$ cat config.mk
export PLATFORM = sky130hd
export DESIGN_NAME = pe_wave_start_ctrl
export DESIGN_NICKNAME = d
export VERILOG_FILES = /design/src/rtl/pe_ctrl_pkg.sv /design/src/rtl/pe_start_window.sv /design/src/rtl/pe_wave_start_ctrl.sv
export SDC_FILE = /design/constraint.sdc
export NUM_CORES = 1
export LEC_CHECK = 0
export CAP_MARGIN = 20
export CORE_MARGIN = 1.5
export CORE_UTILIZATION = 40
export DETAILED_ROUTE_END_ITERATION = 12
export DONT_BUFFER_PORTS = 1
export PLACE_DENSITY = 0.51
export SLEW_MARGIN = 0
export SYNTH_ARGS = -nofsm -noshare
export SYNTH_HDL_FRONTEND = slang
export SYNTH_SLANG_ARGS = --single-unit
$ cat constraint.sdc
create_clock -name clk -period 3.4 [get_ports clk]
set_input_delay 0.68 -clock clk [delete_from_list [all_inputs] [get_ports clk]]
set_output_delay 0.68 -clock clk [all_outputs]
set_load 0.01 [all_outputs]
$ cat src/rtl/pe_ctrl_pkg.sv
// Shared definitions for the PE wavefront start controller: state encoding,
// default counter width and the terminal wave count.
package pe_ctrl_pkg;

  localparam int unsigned CNT_WIDTH_DEFAULT = 16;

  typedef enum logic [1:0] {
    StIdle   = 2'd0,
    StActive = 2'd1,
    StDone   = 2'd2
  } state_e;

  // Last wave step: the final tile's window has closed, so every ap_start is zero there.
  function automatic logic [32:0] term_count(input logic [31:0] len, input int unsigned num_pe);
    return {1'b0, len} + 33'(num_pe) - 33'd1;
  endfunction

endpackage

$ cat src/rtl/pe_start_window.sv
// Per-tile start window: tile i is enabled while i <= k < i + len, gated by its mask bit.
module pe_start_window #(
  parameter int unsigned NUM_PE    = 4,
  parameter int unsigned CNT_WIDTH = 16
) (
  input  logic [CNT_WIDTH:0]   k,
  input  logic [CNT_WIDTH-1:0] len,
  input  logic [NUM_PE-1:0]    mask,
  output logic [NUM_PE-1:0]    win
);

  // One extra bit over k so that i + len never wraps.
  localparam int unsigned EW = CNT_WIDTH + 2;

  logic [EW-1:0] k_ext;
  logic [EW-1:0] len_ext;

  always_comb begin
    k_ext   = EW'(k);
    len_ext = EW'(len);
    win     = '0;
    for (int i = 0; i < NUM_PE; i++) begin
      win[i] = mask[i] && (k_ext >= EW'(i)) && (k_ext < (EW'(i) + len_ext));
    end
  end

endmodule

$ cat src/rtl/pe_wave_start_ctrl.sv
// Run controller that drives a staggered ap_start wavefront across a chain of PE tiles,
// with stall, abort and a one-cycle done pulse.
module pe_wave_start_ctrl
  import pe_ctrl_pkg::*;
#(
  parameter int unsigned NUM_PE    = 4,
  parameter int unsigned CNT_WIDTH = CNT_WIDTH_DEFAULT
) (
  input  logic                 clk,
  input  logic                 reset,
  input  logic                 cmd_valid,
  output logic                 cmd_ready,
  input  logic [CNT_WIDTH-1:0] cmd_len,
  input  logic [NUM_PE-1:0]    cmd_mask,
  input  logic                 stall,
  input  logic                 abort,
  output logic [NUM_PE-1:0]    ap_start,
  output logic                 busy,
  output logic                 done,
  output logic                 aborted
);

  localparam int unsigned KW = CNT_WIDTH + 1;

  state_e               state_q;
  logic [KW-1:0]        k_q;
  logic [CNT_WIDTH-1:0] len_q;
  logic [NUM_PE-1:0]    mask_q;
  logic [NUM_PE-1:0]    win;
  logic                 at_term;

  pe_start_window #(
    .NUM_PE    (NUM_PE),
    .CNT_WIDTH (CNT_WIDTH)
  ) u_window (
    .k    (k_q),
    .len  (len_q),
    .mask (mask_q),
    .win  (win)
  );

  assign at_term   = (33'(k_q) == term_count(32'(len_q), NUM_PE));
  assign cmd_ready = (state_q == StIdle);
  assign busy      = (state_q != StIdle);
  assign done      = (state_q == StDone);

  always_ff @(posedge clk or negedge reset) begin
    if (!reset) begin
      state_q  <= StIdle;
      k_q      <= '0;
      len_q    <= '0;
      mask_q   <= '0;
      ap_start <= '0;
      aborted  <= 1'b0;
    end else begin
      unique case (state_q)
        StIdle: begin
          ap_start <= '0;
          if (cmd_valid) begin
            len_q   <= cmd_len;
            mask_q  <= cmd_mask;
            k_q     <= '0;
            aborted <= 1'b0;
            state_q <= (cmd_len != '0) ? StActive : StDone;
          end
        end
        StActive: begin
          if (abort) begin
            ap_start <= '0;
            aborted  <= 1'b1;
            state_q  <= StDone;
          end else if (stall) begin
            ap_start <= '0;
          end else if (at_term) begin
            ap_start <= '0;
            state_q  <= StDone;
          end else begin
            ap_start <= win;
            k_q      <= k_q + KW'(1);
          end
        end
        StDone: begin
          ap_start <= '0;
          state_q  <= StIdle;
        end
        default: begin
          ap_start <= '0;
          state_q  <= StIdle;
        end
      endcase
    end
  end

endmodule

==> results.md <==
* Measured slew at the worst slew-check pin at 0.9673 ns
* Starting density of the core at 40.85%
* CORE AREA at 10180 um2
* Post-synth EDFFs at 0
* Die ar. at 11020 um2
* Syn_area_per_cell at 8.337 um2
* Worst EP arrival at 3.36 ns
* First-pass GRT wire length at 19.85 mm
* Clk root buf: clkbuf_8
* Hold Path Class: in -> async
* Synth Flop Type: dfrtp_1
* # setup viols final at 0
* Largest stage delay, worst path at 0.51 ns
* DRT antenna net count at 0
* Post-route DRC at 0
* Syn Nets at 596
* Ys async rst share at 100.0%
* Crit. End Element: register
* Power density cells at 635.6 nW/um2
* Max clock buf depth at 2
* Total vias in the final route at 3706
* R2r setup slk at 0.28 ns
* Dpl cell area at 4414 um2
* Port Buf Inserts at 0
* Die Span Y at 105.0 um
* Die W at 105.0 um
* Top-area cell type share of the netlist area at 26.47%
* Startpoint types: register
* # clock sinks at 44
* Status: finished clean
* Final Cell Area at 4549 um2
* Max-slew violations at 0
* Dpl hpwl at 9.613 mm
* Kind of critical path: reg -> reg
* CTS clk-pin slew, worst paths at 0.09 ns
* Clock tree from TritonCTS: done
* Synth Instances at 499
* Max_slew headroom at 34.92%
* Slowest CP cell: or4_1
* Crit-path cells: nand3_1 -> nor4_4 -> nand3_1 -> xnor2_2 -> ha_1 -> nand3_1 -> nor3_1 -> buf_4 -> a21o_2 -> or4_1 -> a21oi_1
* Setup Skew at 0.007499 ns
* Hold Fails Final Rpt at 0
* Layout cells sized above 1 at 8.023%
* Number of global-route vias before repair at 3695
* Pre-CTS setup slack at 0.09361 ns
* Via density at 5.719
* Ranking of synthesized cells by area: dfrtp_1, ha_1, xnor2_1, nand2_1, o21ai_0
* Synth cell types at 47
* Iteration-0 DRC Markers at 123
* Worst vdd ir at 323.9 uV
* Fillers at 1058
* Critical Path RT at 3.64 ns
* Placer Congestion at 0.9252
* Max Cap Viol at 0
* Pin count of the biggest net entering global routing at 51
* Sequential area share after synthesis at 26.47%
* GRT Util Overall at 23.27%
* Final period utilization at 91.80%
* RSZ-0062 raised after global routing: no
* Post-CTS Setup Inserts at 0
* Fin crit period at 3.121 ns
* Leak at 1.977 nW
* Router iterations before antenna repair at 4
* Worst-Skew Late Latency at 0.31 ns
* Worst Slack Setup Final at 0.2789 ns
* Row count at 37
* Synth area leader: dfrtp_1
* H-tree depth at 2
* Fmax at 320.4 MHz
* Synthesized area at 4160 um2
* Initial antenna violation count at 0
* Final wirelength at 12.08 mm
* Overflow after GRT at 0
* CP Max Fanout at 14
* DR WL/cell at 18.64 um
* Setup TNS at 0 ns
* Cell repeated most along the worst path: nand3_1
* Layout net count at 607
* Ports at 33
* Total CTS buffers at 5
* Ys Warns at 0
* Synthesized flop and latch total at 44
* Area growth syn-to-layout at 9.353%
[cell usage in the layout, fill, tap and decap left out, types with 2 or more instances in the layout]
master,instances
ha_1,71
nand2_1,62
xnor2_1,43
dfrtp_1,43
nor2_1,32
o21ai_0,31
a21oi_1,29
nand3_1,25
inv_1,21
buf_4,19
nor3_1,15
nand4_1,13
a21o_1,13
nor4_1,9
or3_1,6
clkbuf_8,6
clkinv_1,5
a2111oi_0,5
nor2b_1,5
a211oi_1,4
or4_1,4
o21bai_1,3
nand2b_1,3
and4_1,3
o31ai_1,3
nor3_2,2
o21a_1,2
o22ai_1,2
and3_1,2
o211ai_1,2
o32ai_1,2
nand3b_1,2
clkinvlp_4,2
[worst paths after layout]
path / from / to / cells past startpoint
min reg2reg: mask_q[1] / mask_q[1] / 2
max in group asynchronous: reset / len_q[2] / 0
min in group clk: cmd_mask[3] / mask_q[3] / 2
max reg2reg: len_q[3] / k_q[15] / 11
min: reset / aborted / 0
max: len_q[3] / k_q[15] / 11
[repair_timing]
item / CTS / global route
hold buffers: 0 / 0
gates resized for setup: 0 / 9
setup endpoints to repair: 0 / 8
[stage by stage]
step | power [mW] | cells | util [%] | hold WS (ns)
floorplan | 2.011 | 499 | - | 0.3844
global placement | 2.481 | 639 | 43.34 | 0.3856
detailed placement | 2.509 | 639 | 43.34 | 0.3855
CTS | 2.899 | 647 | 44.30 | 0.04023
global route | 3.201 | 647 | 44.64 | 0.02451
finish | 2.892 | 648 | 44.67 | 0.05148
[report_power, final]
group	total [mW]	internal (mW)	switching, mW
Sequential	0.870	0.668	0.202
Clock	0.366	0.165	0.201
Combinational	1.66	0.674	0.982
[cell families after synthesis]
group	after synthesis	synth area share (%)
xor gates and xnor gates	45	9.474
buffers and inverters	42	3.850
and+or+nand+nor	191	22.59
muxes	1	0.2406
AOI/OAI and AO/OA	104	15.73
DFF	44	26.47
adders and majority gates	72	21.65
[cell type report]
type                    instances  area, um2  area share, %
flip-flops and latches         44       1102          24.23
clock buffers                   6      82.58          1.815
multi-input cells             413       2933          64.47
well taps                     136      170.2          3.740
inverters                      27      101.3          2.228
repair buffers                 19      142.6          3.135
clock inverters                 2      15.01         0.3300
diodes                          1      2.502        0.05501
[metal layers]
metal | global-route usage (%) | vias up | wire length (um)
li1 | - | 1817 | -
met1 | 31.49 | 1788 | 5724
met2 | 37.44 | 81 | 5508
met3 | 3.493 | 20 | 453
met4 | 8.513 | 0 | 393
met5 | 0 | - | 0
[synthesized netlist by cell type, types with 5 or more instances]
| library cell | count |
|---|---|
| dfrtp_1 | 44 |
| ha_1 | 72 |
| nor2b_1 | 5 |
| or3_1 | 6 |
| a2111oi_0 | 5 |
| nor2_1 | 32 |
| o21ai_0 | 31 |
| nor4_1 | 10 |
| inv_1 | 22 |
| a21oi_1 | 29 |
| clkinv_1 | 5 |
| nand2_1 | 63 |
| nor3_1 | 16 |
| nand4_1 | 13 |
| a21o_1 | 14 |
| nand3_1 | 25 |
| clkbuf_1 | 13 |
| xnor2_1 | 44 |
[flip-flops by register name, indices dropped and copies added (netlist names)]
signal    flops
aborted       1
ap_start      4
k_q          17
len_q        16
state_q       2
mask_q        4
[worst max-delay path, delay by kind of cell, from the launching register on]
kind	cells	cell delay [ns]
DFF	1	0.50
and+or+nand+nor	6	1.52
adders and majority gates	1	0.27
buffers and inverters	1	0.16
AOI/OAI and AO/OA	2	0.43
xor gates and xnor gates	1	0.17
No activity file was read; power rests on OpenSTA's default activity.
